===== src/rtl/dmem_arb_pkg.sv =====
// Shared types and constants for the data-memory port arbiter.
package dmem_arb_pkg;

    // Arbitration state: default core priority, locked debug burst, forced core slot
    typedef enum logic [1:0] {
        NORMAL    = 2'd0,
        BURST     = 2'd1,
        CORE_TURN = 2'd2
    } arb_state_t;

    // Which requester a read in flight belongs to
    typedef enum logic {
        OWN_CORE = 1'b0,
        OWN_DBG  = 1'b1
    } arb_owner_t;

    // Debug accesses are always full words
    localparam logic [2:0] DBG_FUNCT3 = 3'b010;

    // Owner of a granted access: debug if it holds the grant, core otherwise
    function automatic arb_owner_t owner_of(input logic dbg_gnt);
        if (dbg_gnt) begin
            return OWN_DBG;
        end else begin
            return OWN_CORE;
        end
    endfunction

endpackage


===== src/rtl/arb_tag_pipe.sv =====
// Owner-tag delay line: carries {valid,owner} of each granted read alongside the
// memory read latency so the returning data can be steered to its requester.
import dmem_arb_pkg::*;

module arb_tag_pipe #(
    parameter int RD_LAT = 1
) (
    input  logic clk,
    input  logic reset,
    input  logic valid_in,
    input  logic owner_in,
    output logic valid_out,
    output logic owner_out
);

    if (RD_LAT == 0) begin : g_comb
        assign valid_out = valid_in;
        assign owner_out = owner_in;
    end else begin : g_reg
        logic [RD_LAT-1:0] valid_r;
        logic [RD_LAT-1:0] owner_r;

        // Shift tags one stage per cycle; reset drops every read in flight
        always_ff @(posedge clk or posedge reset) begin
            if (reset) begin
                valid_r <= '0;
                owner_r <= '0;
            end else begin
                valid_r[0] <= valid_in;
                owner_r[0] <= owner_in;
                for (int i = 1; i < RD_LAT; i++) begin
                    valid_r[i] <= valid_r[i-1];
                    owner_r[i] <= owner_r[i-1];
                end
            end
        end

        assign valid_out = valid_r[RD_LAT-1];
        assign owner_out = owner_r[RD_LAT-1];
    end

endmodule


===== src/rtl/dmem_port_arbiter.sv =====
// Shares the single-port data memory between the core MEM stage and a debug/loader
// port. Core has default priority; debug is protected by a starvation counter, a
// bounded lock-burst mode and unconditional priority while the core is halted.
import dmem_arb_pkg::*;

module dmem_port_arbiter #(
    parameter int DM_ADDRESS   = 9,
    parameter int DATA_W       = 32,
    parameter int RD_LAT       = 1,
    parameter int STARVE_LIMIT = 4,
    parameter int BURST_MAX    = 8
) (
    input  logic                  clk,
    input  logic                  reset,
    input  logic                  halted,
    input  logic                  core_req,
    input  logic                  core_we,
    input  logic [DM_ADDRESS-1:0] core_addr,
    input  logic [DATA_W-1:0]     core_wdata,
    input  logic [2:0]            core_funct3,
    output logic                  core_stall,
    output logic [DATA_W-1:0]     core_rdata,
    output logic                  core_rvalid,
    input  logic                  dbg_req,
    input  logic                  dbg_lock,
    input  logic                  dbg_we,
    input  logic [DM_ADDRESS-1:0] dbg_addr,
    input  logic [DATA_W-1:0]     dbg_wdata,
    output logic                  dbg_gnt,
    output logic [DATA_W-1:0]     dbg_rdata,
    output logic                  dbg_rvalid,
    output logic                  mem_rd,
    output logic                  mem_wr,
    output logic [DM_ADDRESS-1:0] mem_addr,
    output logic [DATA_W-1:0]     mem_wdata,
    output logic [2:0]            mem_funct3,
    input  logic [DATA_W-1:0]     mem_rdata
);

    localparam int SW = $clog2(STARVE_LIMIT + 1);
    localparam int BW = $clog2(BURST_MAX + 1);

    arb_state_t      state_r;
    arb_state_t      state_nxt_s;
    logic [SW-1:0]   starve_cnt_r;
    logic [SW-1:0]   starve_nxt_s;
    logic [BW-1:0]   burst_cnt_r;
    logic [BW-1:0]   burst_nxt_s;
    logic [BW-1:0]   burst_inc_s;
    logic            dbg_wins_s;
    logic            core_gnt_s;
    logic            dbg_gnt_s;
    logic            mem_rd_s;
    logic            mem_wr_s;
    logic [DM_ADDRESS-1:0] mem_addr_s;
    logic [DATA_W-1:0]     mem_wdata_s;
    logic [2:0]            mem_funct3_s;
    logic            tag_valid_s;
    logic            tag_owner_s;

    // State and counter registers
    always_ff @(posedge clk or posedge reset) begin
        if (reset) begin
            state_r      <= NORMAL;
            starve_cnt_r <= '0;
            burst_cnt_r  <= '0;
        end else begin
            state_r      <= state_nxt_s;
            starve_cnt_r <= starve_nxt_s;
            burst_cnt_r  <= burst_nxt_s;
        end
    end

    // Priority decision and combinational grants for the current cycle
    always_comb begin
        dbg_wins_s = 1'b0;
        if (halted) begin
            dbg_wins_s = 1'b1;
        end else begin
            case (state_r)
                NORMAL:    dbg_wins_s = (starve_cnt_r == SW'(STARVE_LIMIT));
                BURST:     dbg_wins_s = 1'b1;
                CORE_TURN: dbg_wins_s = 1'b0;
                default:   dbg_wins_s = 1'b0;
            endcase
        end
        if (dbg_wins_s) begin
            dbg_gnt_s  = dbg_req;
            core_gnt_s = core_req & ~dbg_req;
        end else begin
            core_gnt_s = core_req;
            dbg_gnt_s  = dbg_req & ~core_req;
        end
    end

    // Next state, saturating burst count and starvation count
    always_comb begin
        state_nxt_s = state_r;
        burst_nxt_s = burst_cnt_r;
        burst_inc_s = (burst_cnt_r == BW'(BURST_MAX)) ? burst_cnt_r : burst_cnt_r + BW'(1);
        if (dbg_req && !dbg_gnt_s) begin
            starve_nxt_s = (starve_cnt_r == SW'(STARVE_LIMIT)) ? starve_cnt_r
                                                               : starve_cnt_r + SW'(1);
        end else begin
            starve_nxt_s = '0;
        end
        case (state_r)
            NORMAL: begin
                if (dbg_gnt_s && dbg_lock && !halted) begin
                    state_nxt_s = BURST;
                    burst_nxt_s = BW'(1);
                end else begin
                    burst_nxt_s = '0;
                end
            end
            BURST: begin
                if (!dbg_lock || !dbg_req) begin
                    state_nxt_s = NORMAL;
                    burst_nxt_s = '0;
                end else if (dbg_gnt_s) begin
                    // Limit applies only while running; it resumes from the current count
                    if (!halted && (burst_inc_s == BW'(BURST_MAX))) begin
                        state_nxt_s = CORE_TURN;
                        burst_nxt_s = '0;
                    end else begin
                        burst_nxt_s = burst_inc_s;
                    end
                end else begin
                    burst_nxt_s = burst_cnt_r;
                end
            end
            CORE_TURN: begin
                state_nxt_s = NORMAL;
                burst_nxt_s = '0;
            end
            default: begin
                state_nxt_s = NORMAL;
                burst_nxt_s = '0;
            end
        endcase
    end

    // Memory-side mux: granted requester drives the port, idle port shows core values
    always_comb begin
        mem_rd_s     = 1'b0;
        mem_wr_s     = 1'b0;
        mem_addr_s   = core_addr;
        mem_wdata_s  = core_wdata;
        mem_funct3_s = core_funct3;
        if (dbg_gnt_s) begin
            mem_rd_s     = ~dbg_we;
            mem_wr_s     = dbg_we;
            mem_addr_s   = dbg_addr;
            mem_wdata_s  = dbg_wdata;
            mem_funct3_s = DBG_FUNCT3;
        end else if (core_gnt_s) begin
            mem_rd_s = ~core_we;
            mem_wr_s = core_we;
        end else begin
            mem_rd_s = 1'b0;
            mem_wr_s = 1'b0;
        end
    end

    arb_tag_pipe #(
        .RD_LAT (RD_LAT)
    ) u_tag_pipe (
        .clk       (clk),
        .reset     (reset),
        .valid_in  (mem_rd_s),
        .owner_in  (owner_of(dbg_gnt_s)),
        .valid_out (tag_valid_s),
        .owner_out (tag_owner_s)
    );

    assign core_stall  = core_req & ~core_gnt_s;
    assign dbg_gnt     = dbg_gnt_s;
    assign mem_rd      = mem_rd_s;
    assign mem_wr      = mem_wr_s;
    assign mem_addr    = mem_addr_s;
    assign mem_wdata   = mem_wdata_s;
    assign mem_funct3  = mem_funct3_s;
    assign core_rvalid = tag_valid_s & (tag_owner_s == OWN_CORE);
    assign dbg_rvalid  = tag_valid_s & (tag_owner_s == OWN_DBG);
    assign core_rdata  = mem_rdata;
    assign dbg_rdata   = mem_rdata;

endmodule


===== config.mk =====
export PLATFORM = sky130hd
export DESIGN_NAME = dmem_port_arbiter
export DESIGN_NICKNAME = d
export VERILOG_FILES = /design/src/rtl/dmem_arb_pkg.sv /design/src/rtl/arb_tag_pipe.sv /design/src/rtl/dmem_port_arbiter.sv
export SDC_FILE = /design/constraint.sdc
export NUM_CORES = 1
export LEC_CHECK = 0
export CAP_MARGIN = 5
export CORE_AREA = 2 2 91 93
export CTS_CLUSTER_DIAMETER = 30
export DETAILED_ROUTE_END_ITERATION = 12
export DIE_AREA = 0 0 93 95
export DONT_BUFFER_PORTS = 1
export PLACE_DENSITY_LB_ADDON = 0.1
export SKIP_LAST_GASP = 1
export SYNTH_ARGS = -nofsm -noshare
export SYNTH_HDL_FRONTEND = slang
export SYNTH_SLANG_ARGS = --single-unit

===== constraint.sdc =====
create_clock -name clk -period 2 [get_ports clk]
set_input_delay 0.2 -clock clk [delete_from_list [all_inputs] [get_ports clk]]
set_output_delay 0.2 -clock clk [all_outputs]
set_load 0.01 [all_outputs]

==> results of run 1 <==
## final timing paths
check                      slack (ns)              end  cells past startpoint
min in group asynchronous        0.41  starve_cnt_r[1]                      2
min reg2reg                      0.62   burst_cnt_r[0]                      3
max reg2reg                      0.16       state_r[0]                      6
max                              -0.1      mem_addr[5]                      8
max in group asynchronous        1.28       state_r[0]                      2
min                              0.16       state_r[1]                      2
## power by group
part / switching [mW] / internal, mW
combinational: 0.159 / 0.196
clock: 0.0850 / 0.140
sequential: 0.00454 / 0.229
## worst reg2reg max path, cell delays in order (launching register included)
cell	delay, ns
dfrtp_1	0.43
inv_1	0.11
ha_1	0.14
nand2_1	0.10
o31a_1	0.27
a2111oi_2	0.48
o22ai_1	0.16
## layer usage
layer / part of all wire / up-vias / wire, microns
met5: 0 / - / 0
li1: - / 443 / -
met2: 0.47 / 113 / 2280
met3: 0.16 / 9 / 770
met1: 0.36 / 490 / 1730
met4: 0.017 / 0 / 84
## registers in the layout, indices dropped and copies added (netlist names)
register,cells
burst_cnt_r,4
starve_cnt_r,3
state_r,2
u_tag_pipe.owner_out,1
u_tag_pipe.valid_out,1
## kinds of logic (layout without fill, tap and decap cells)
logic type                 count (synthesis)  in the layout
muxes                                     41             41
and+or+nand+nor                           32             32
buffers and inverters                     77             30
adders and majority gates                  4              4
DFF                                       11             11
AOI/OAI and AO/OA                         11             11
xor gates and xnor gates                   3              3
## per-stage QoR
stage / cell area, sq um / std cells / utilization / TNS, ns / total power [mW]
global placement: 1460 / 223 / 0.184 / 0 / 0.531
finish: 1720 / 237 / 0.217 / -3.25 / 0.814
floorplan: 1790 / 179 / - / 0 / 0.619
CTS: 1670 / 235 / 0.210 / -4.24 / 0.815
global route: 1720 / 237 / 0.217 / -7.27 / 0.857
detailed placement: 1460 / 223 / 0.184 / 0 / 0.532
## final cells by class
class / instances / area (sq um) / area share
Clock buffer: 4 / 45.0 / 0.0261
Inverter: 9 / 46.3 / 0.0269
Multi-Input combinational cell: 91 / 975 / 0.565
Sequential cell: 11 / 275 / 0.160
Tap cell: 105 / 131 / 0.0762
Timing Repair Buffer: 16 / 245 / 0.142
Timing Repair inverter: 1 / 6.26 / 0.00363
## placed cells by master (no fill, tap or decap), types with 2 or more instances in the layout
cell type  count
a21oi_1        2
nor3_1         2
buf_12         2
ha_1           3
nor2_1         8
mux2_4        41
nand2_1        6
dfrtp_1       11
buf_16         4
clkbuf_8       3
and2_4         2
o22ai_1        2
nor2b_1        2
inv_1          7
buf_4          8
nand3_1        6
xnor2_1        2
## timing repair
item | 4_1_cts | 5_1_grt
pin swaps | 3 | 0
hold buffers | 1 | 0
gates resized for setup | 10 | 6
endpoints found under the hold margin | 11 | 0
buffers inserted | 2 | 1
cloned | 5 | 1
setup endpoints to repair | 42 | 46
==> qor.txt, run 1 <==
antenna violations before repair: 0
Synth Flop Type: dfrtp_1
GRT Total Usage: 0.0965
Seq/Total Area, Yosys: 0.154
fin crit share: 1.05
Post-synth top cells: buf_4 (64), mux2_4 (38), dfrtp_1 (11)
Core Rows: 33
die area: 8840 sq um
vias: 1055
vias in the first global route: 1097
crit path from: starve_cnt_r[0]
top-area cell type share of the netlist area: 0.319
final WL: 4.86 mm
layout cells sized above 1: 0.538
worst hold path type: input pin to flip-flop
Via-to-Cell Ratio: 4.45
count of cell types in the netlist: 29
Pre-antenna DRT Iters: 4
ANT cells: 0
Async S/R FF share, synth: 1.00
GR peak layer: met2
XOR/XNOR Fraction of Synth Area: 0.0147
number of fill cells: 888
CORE AREA: 7930 sq um
initial core utilization: 0.226
fin nets: 262
Worst Skew: 0.000804 ns
DR WL/cell: 20.5 microns
Remaining DRCs: 0
final hold violation count: 0
Lkg Pwr: 0.777 nW
GR Util met1: 0.110
CP Cell Sequence: inv_1 > ha_2 > a21o_1 > a21oi_2 > a21bo_4 > inv_12 > clkbuf_16 > mux2_4
Synth Cell Area: 1790 sq um
Area contributors post-synth: mux2_4 (32%), buf_4 (27%), dfrtp_1 (15%)
syn avg cell area: 10.0 sq um
Final Setup Violations: 42
WS Path Type: flip-flop to output port
peak supply drop: 0.264 mV
Die X: 93 microns
min-delay src: halted
Simple-Gate Fraction of Synth Area: 0.0881
Adder-Cell Fraction of Synth Area: 0.0280
kind of capture point of the worst setup path: output port
area leader, netlist: mux2_4
met2 Resource Use GR: 0.146
dpl hpwl: 3.90 mm
hold_ws: 0.159 ns
Seq cells post-synth: 11
Power Density: 472 nW/um^2
iteration-0 DRC count of the detailed router: 33
fmax: 0.476 GHz
r2r startpoint: burst_cnt_r[0]
TritonCTS Buffers: 3
family with the most delay on the worst path: compound AO/OA/AOI/OAI gates
YS warnings: 0
grt total ovfl: 0
pin count of the biggest net entering global routing: 12
Max Slew Vio Count: 0
grt met3 use: 0.0654
worst path arrival time: 1.90 ns
PortBufs: 0
gpl congestion: 0.738
first-pass GRT wire length: 6.57 mm
CTS H-tree depth: 1
Max clock buf depth: 2
io pins: 239
CP required: 1.80 ns
Routed Antenna Nets: 0
CTS tree: yes
Buf/Inv on CP: 3
Slew @ Worst Pin: 0.453 ns
status: finished, violations left
post-route minimum period: 2.10 ns
dpl ws: 0.0501 ns
Slew headroom: 0.698
CP Max Fanout: 8
EDFF count, synth: 0
area delta synth->final: -3.64%
most frequent cell after synthesis: buf_4
Final WS setup: -0.0999 ns
Synth Area in Compound Gates: 0.0538
max_cap viols: 0
unrepaired setup endpoints after global routing: yes
Mapped Cells: 179
syn_nets: 308
slowest stage delay, CP: 0.38 ns
Worst Setup Start Kind: flip-flop
combinational family with the most area after synthesis: multiplexers
Skew-Pair Late Insertion Delay: 0.23 ns
Die H: 95 microns
Reg clk slew, reported paths: 0.05 ns
post-synthesis mux area share: 0.338
clk sinks: 11
CP max stage cell: dfrtp_1
failing checks: setup timing
CTS Root Cell: clkbuf_8
(Power assumes the default switching activity.)
==> run 2, diff against run 1 <==
- CTS_BUF_LIST: default -> sky130_fd_sc_hd__clkbuf_4 sky130_fd_sc_hd__clkbuf_8
==> qor.txt, run 2 (synthesis gave the netlist of run 1 again) <==
most frequent cells in the layout: mux2_4 (41), dfrtp_1 (11), nor2_1 (8), buf_4 (8), inv_1 (7) (unchanged)
Worst Skew: 0.000840 ns (was 0.000804 ns)
PortBufs: 0 (unchanged)
ANT cells: 0 (unchanged)
first-pass GRT wire length: 6.57 mm (unchanged)
Slew @ Worst Pin: 0.453 ns (unchanged)
post-route minimum period: 2.10 ns (about the same)
dpl ws: 0.0501 ns (unchanged)
Max clock buf depth: 2 (unchanged)
vias in the first global route: 1097 (unchanged)
area delta synth->final: -3.43% (was -3.64%)
CORE AREA: 7930 sq um (unchanged)
CTS tree: yes (unchanged)
Pre-antenna DRT Iters: 4 (unchanged)
worst path arrival time: 1.90 ns (about the same)
GRT Total Usage: 0.0965 (unchanged)
CP required: 1.80 ns (about the same)
slowest stage delay, CP: 0.38 ns (about the same)
post-layout util: 0.218 (was 0.217)
Remaining DRCs: 0 (unchanged)
fin crit share: 1.05 (about the same)
final hold violation count: 0 (unchanged)
Max Slew Vio Count: 0 (unchanged)
CP Cell Sequence: inv_1 > ha_2 > a21o_1 > a21oi_2 > a21bo_4 > inv_12 > clkbuf_16 > mux2_4 (unchanged)
peak supply drop: 0.264 mV (about the same)
CTS H-tree depth: 1 (unchanged)
Largest regs: burst_cnt_r x4, starve_cnt_r x3, state_r x2 (unchanged)
DR WL/cell: 20.5 microns (unchanged)
dpl hpwl: 3.90 mm (unchanged)
Core Rows: 33 (unchanged)
iteration-0 DRC count of the detailed router: 33 (unchanged)
Design Area, Final: 1730 sq um (was 1720 sq um)
Slew headroom: 0.698 (unchanged)
initial core utilization: 0.226 (unchanged)
failing checks: setup timing (unchanged)
family with the most delay on the worst path: compound AO/OA/AOI/OAI gates (unchanged)
kind of capture point of the worst setup path: output port (unchanged)
number of fill cells: 888 (unchanged)
Biggest register: burst_cnt_r (unchanged)
Placed Cells: 223 (unchanged)
Lkg Pwr: 0.780 nW (was 0.777 nW)
fmax: 0.476 GHz (about the same)
unrepaired setup endpoints after global routing: yes (unchanged)
Cell Area, Placed: 1460 sq um (unchanged)
status: finished, violations left (unchanged)
Routed Antenna Nets: 0 (unchanged)
Final Setup Violations: 42 (unchanged)
CP Max Fanout: 8 (unchanged)
Skew-Pair Late Insertion Delay: 0.23 ns (about the same)
fin nets: 262 (unchanged)
Setup TNS Final: -3.26 ns (was -3.25 ns)
Power Density: 479 nW/um^2 (was 472 nW/um^2)
Final Power: 0.827 mW (was 0.814 mW)
vias: 1055 (unchanged)
max reg flops: 4 (unchanged)
Reg clk slew, reported paths: 0.05 ns (about the same)
pin count of the biggest net entering global routing: 12 (unchanged)
CTS Root Cell: clkbuf_8 (unchanged)
gpl congestion: 0.738 (unchanged)
Final WS setup: -0.100 ns (was -0.0999 ns)
final WL: 4.86 mm (unchanged)
Die H: 95 microns (unchanged)
TritonCTS Buffers: 3 (unchanged)
layout cells sized above 1: 0.545 (was 0.538)
Layout Cells excl Fill: 237 (unchanged)
commonest non-fill, non-tap cell in the layout: mux2_4 (unchanged)
io pins: 239 (unchanged)
Via-to-Cell Ratio: 4.45 (unchanged)
grt total ovfl: 0 (unchanged)
WS Path Type: flip-flop to output port (unchanged)
clk sinks: 11 (unchanged)
Worst Setup Start Kind: flip-flop (unchanged)
Buf/Inv on CP: 3 (unchanged)
CP max stage cell: dfrtp_1 (unchanged)
worst hold path type: input pin to flip-flop (unchanged)
die area: 8840 sq um (unchanged)
antenna violations before repair: 0 (unchanged)
Die X: 93 microns (unchanged)
max_cap viols: 0 (unchanged)
hold_ws: 0.159 ns (about the same)
-- run 2: cell count changes in the layout (fill, tap and decap cells not counted) --
cell and change:
clkbuf_4 +1, clkbuf_1 -1
-- run 2: timing repair --
| item | CTS | global route |
|---|---|---|
| hold endpoints to repair | 11 | 0 |
| pin swaps | 3 | 0 |
| cloned | 5 | 1 |
| setup buffers | 2 | 1 |
| hold buffers | 1 | 0 |
| setup endpoints to repair | 42 | 46 |
| resized for setup | 10 | 6 |
-- run 2: final cells by class --
type / instances / area (sq um) / area share
Tap cell: 105 / 131 / 0.0760
Timing Repair inverter: 1 / 6.26 / 0.00362
Inverter: 9 / 46.3 / 0.0268
Multi-Input combinational cell: 91 / 975 / 0.564
Timing Repair Buffer: 16 / 245 / 0.142
Clock buffer: 4 / 48.8 / 0.0282
Sequential cell: 11 / 275 / 0.159
-- run 2: path summary, 6_finish.rpt --
kind                                      start  slack [ns]         endpoint  depth (start not counted)
worst max-delay path            starve_cnt_r[0]        -0.1      mem_addr[5]                          8
worst min-delay path                     halted        0.16       state_r[1]                          2
worst max register to register   burst_cnt_r[0]        0.16       state_r[0]                          6
worst min register to register       state_r[1]        0.62   burst_cnt_r[0]                          3
max in group asynchronous                 reset        1.28       state_r[0]                          2
min in group asynchronous                 reset        0.41  starve_cnt_r[1]                          2
-- run 2: routing by layer --
layer / part of all wire / global-route usage
met1: 0.36 / 0.110
met2: 0.47 / 0.146
met3: 0.16 / 0.0654
met4: 0.017 / 0.0294
met5: 0 / 0
-- run 2: power by group --
| part | total, mW | internal, mW | leakage (nW) | switching [mW] |
|---|---|---|---|---|
| clock network | 0.239 | 0.154 | 0.0262 | 0.0853 |
| registers | 0.234 | 0.229 | 0.149 | 0.00454 |
| logic | 0.355 | 0.196 | 0.605 | 0.159 |
==> run 3, diff against run 2 <==
- ABC_AREA: default -> 1
- CORE_AREA: 2 2 91 93 -> 2 2 93 95
- DIE_AREA: 0 0 93 95 -> 0 0 95 97
- MAX_ROUTING_LAYER: default -> met4
==> qor.txt, run 3 <==
status: finished, violations left (unchanged)
failing checks: setup timing (unchanged)
worst hold path type: input pin to flip-flop (unchanged)
Clock power frac: 0.247 (was 0.289)
clk sinks: 11 (unchanged)
Layout Cells excl Fill: 378 (was 237)
CTS H-tree depth: 1 (unchanged)
gpl congestion: 0.708 (was 0.738)
Post-synth top cells: nand2_1 (65), buf_4 (64), inv_1 (64) (was buf_4 (64), mux2_4 (38), dfrtp_1 (11))
Pre-antenna DRT Iters: 4 (unchanged)
YS warnings: 0 (unchanged)
area delta synth->final: 14.6% (was -3.43%)
Final Setup Violations: 14 (was 42)
iteration-0 DRC count of the detailed router: 14 (was 33)
fin nets: 403 (was 262)
Reg clk slew, reported paths: 0.05 ns (about the same)
initial core utilization: 0.215 (was 0.226)
CTS tree: yes (unchanged)
Net Sw Frac: 0.375 (was 0.300)
grt total ovfl: 0 (unchanged)
die area: 9220 sq um (was 8840 sq um)
Remaining DRCs: 0 (unchanged)
Mapped Cells: 295 (was 179)
Core Rows: 33 (unchanged)
internal power: 0.620 mW (was 0.579 mW)
Max clock buf depth: 2 (unchanged)
Die H: 97 microns (was 95 microns)
syn avg cell area: 5.94 sq um (was 10.0 sq um)
worst path arrival time: 1.83 ns (was 1.90 ns)
slowest stage delay, CP: 0.37 ns (was 0.38 ns)
vias: 1534 (was 1055)
final hold violation count: 0 (unchanged)
family with the most delay on the worst path: buffers and inverters (was compound AO/OA/AOI/OAI gates)
fin crit share: 1.02 (was 1.05)
EDFF count, synth: 0 (unchanged)
WS Path Type: flip-flop to output port (unchanged)
syn_nets: 424 (was 308)
io pins: 239 (unchanged)
logic gate share of total power: 0.512 (was 0.429)
Routed Antenna Nets: 0 (unchanged)
Placed Cells: 361 (was 223)
Max Slew Vio Count: 0 (unchanged)
Synth Cell Area: 1750 sq um (was 1790 sq um)
Via-to-Cell Ratio: 4.06 (was 4.45)
Seq/Total Area, Yosys: 0.157 (was 0.154)
Seq cells post-synth: 11 (unchanged)
Skew-Pair Late Insertion Delay: 0.24 ns (was 0.23 ns)
top-area cell type share of the netlist area: 0.274 (was 0.319)
most frequent cell after synthesis: nand2_1 (was buf_4)
ANT cells: 0 (unchanged)
Lkg Pwr: 1.11 nW (was 0.780 nW)
pin count of the biggest net entering global routing: 34 (was 12)
CP max stage cell: dfrtp_1 (unchanged)
post-route minimum period: 2.03 ns (was 2.10 ns)
area leader, netlist: buf_4 (was mux2_4)
Sw Pwr: 0.372 mW (was 0.248 mW)
CORE AREA: 8130 sq um (was 7930 sq um)
commonest non-fill, non-tap cell in the layout: inv_1 (was mux2_4)
Biggest register: burst_cnt_r (unchanged)
DR WL/cell: 14.2 microns (was 20.5 microns)
kind of capture point of the worst setup path: output port (unchanged)
Final Power: 0.992 mW (was 0.827 mW)
CP Max Fanout: 8 (unchanged)
peak supply drop: 0.156 mV (was 0.264 mV)
Area contributors post-synth: buf_4 (27%), dfrtp_1 (16%), nand2_1 (14%) (was mux2_4 (32%), buf_4 (27%), dfrtp_1 (15%))
Largest regs: burst_cnt_r x4, starve_cnt_r x3, state_r x2 (unchanged)
TritonCTS Buffers: 3 (unchanged)
CP Cell Sequence: inv_2 > ha_4 > nand2_4 > inv_4 > o21ai_4 > nand3_4 > buf_12 > buf_16 > nand2_2 > o21ai_2 > buf_4 (was inv_1 > ha_2 > a21o_1 > a21oi_2 > a21bo_4 > inv_12 > clkbuf_16 > mux2_4)
max reg flops: 4 (unchanged)
first-pass GRT wire length: 8.33 mm (was 6.57 mm)
Final WS setup: -0.0314 ns (was -0.100 ns)
Worst Setup Start Kind: flip-flop (unchanged)
Buf/Inv on CP: 5 (was 3)
Slew @ Worst Pin: 0.463 ns (was 0.453 ns)
CTS Root Cell: clkbuf_8 (unchanged)
count of cell types in the netlist: 23 (was 29)
fmax: 0.492 GHz (was 0.476 GHz)
Slew headroom: 0.691 (was 0.698)
vias in the first global route: 1580 (was 1097)
Synth Flop Type: dfrtp_1 (unchanged)
sequential power share: 0.241 (was 0.283)
Async S/R FF share, synth: 1.00 (unchanged)
layout cells sized above 1: 0.322 (was 0.545)
Die X: 95 microns (was 93 microns)
Worst Skew: 0.00250 ns (was 0.000840 ns)
final WL: 5.38 mm (was 4.86 mm)
Power Density: 494 nW/um^2 (was 479 nW/um^2)
unrepaired setup endpoints after global routing: yes (unchanged)
CP required: 1.80 ns (about the same)
GRT Total Usage: 0.119 (was 0.0965)
antenna violations before repair: 0 (unchanged)
dpl hpwl: 4.18 mm (was 3.90 mm)
max_cap viols: 0 (unchanged)
PortBufs: 0 (unchanged)
most frequent cells in the layout: inv_1 (61), nand2_1 (54), buf_4 (38) (was mux2_4 (41), dfrtp_1 (11), nor2_1 (8), buf_4 (8), inv_1 (7))
## run 3: per-stage QoR
step                      worst slack, ns  setup TNS (ns)   util  cell area, sq um  hold slack (ns)
after floorplan                     0.345               0      -              1750           0.0524
after global placement              0.225               0  0.199              1620            0.134
after detailed placement            0.169               0  0.199              1620            0.137
after CTS                         -0.0276          -0.305  0.228              1850            0.131
after global routing               -0.142           -4.55  0.247              2010           0.0783
final                             -0.0314          -0.224  0.247              2010           0.0862
## run 3: layout make-up
type / count / area (sq um)
Inverter: 65 / 246
Sequential cell: 11 / 275
Tap cell: 105 / 131
Fill cell: 923 / 6130
Timing Repair Buffer: 47 / 457
Multi-Input combinational cell: 146 / 850
Clock buffer: 4 / 48.8
## run 3: repair_timing
action,4_1_cts,5_1_grt
gates cloned,3,0
pin swaps,0,3
resized for setup,20,42
setup buffers,5,4
hold buffers,1,0
endpoints found under the setup margin,36,46
endpoints found under the hold margin,11,0
## run 3: power groups by stage
| stage | clock network (mW) | logic (mW) | registers (mW) |
|---|---|---|---|
| final | 0.245 | 0.508 | 0.239 |
| after floorplan | 0 | 0.366 | 0.240 |
| after CTS | 0.252 | 0.472 | 0.239 |
| after global placement | 0 | 0.388 | 0.242 |
| after global routing | 0.265 | 0.557 | 0.240 |
| after detailed placement | 0 | 0.390 | 0.242 |
## run 3: kinds of logic (layout without fill, tap and decap cells)
| group | count (synthesis) | count (layout) | synth area share |
|---|---|---|---|
| DFF | 11 | 11 | 0.157 |
| AOI/OAI and AO/OA | 47 | 47 | 0.147 |
| adders and majority gates | 4 | 4 | 0.0286 |
| xor gates and xnor gates | 1 | 1 | 0.00500 |
| and+or+nand+nor | 94 | 94 | 0.217 |
| buffers and inverters | 138 | 116 | 0.445 |
## run 3: worst register-to-register path: cells and delay by family, from the launching register on
| family | cells | cell delay (ns) |
|---|---|---|
| compound gates | 1 | 0.17 |
| fa+ha+maj | 1 | 0.16 |
| buf+inv | 6 | 0.53 |
| flops | 1 | 0.37 |
| simple gates | 4 | 0.36 |
## run 3: per-layer routing
metal  global-route usage  vias to the layer above  share of wire
li1                     -                      765              -
met1                0.132                      647           0.38
met2                0.205                      115           0.51
met3               0.0397                        7          0.093
met4               0.0268                        0         0.0089
met5                    -                        -              0
## run 3: path summary, 6_finish.rpt
path                                 start              endpoint  slack [ns]  cells after the start
max                        starve_cnt_r[0]         mem_wdata[11]       -0.03                     11
min                                core_we  u_tag_pipe.valid_out        0.09                      1
max reg2reg                starve_cnt_r[0]       starve_cnt_r[0]        0.34                     12
min reg2reg                     state_r[1]            state_r[0]        0.59                      3
max in group asynchronous            reset        burst_cnt_r[3]        1.27                      2
min in group asynchronous            reset       starve_cnt_r[2]        0.41                      2
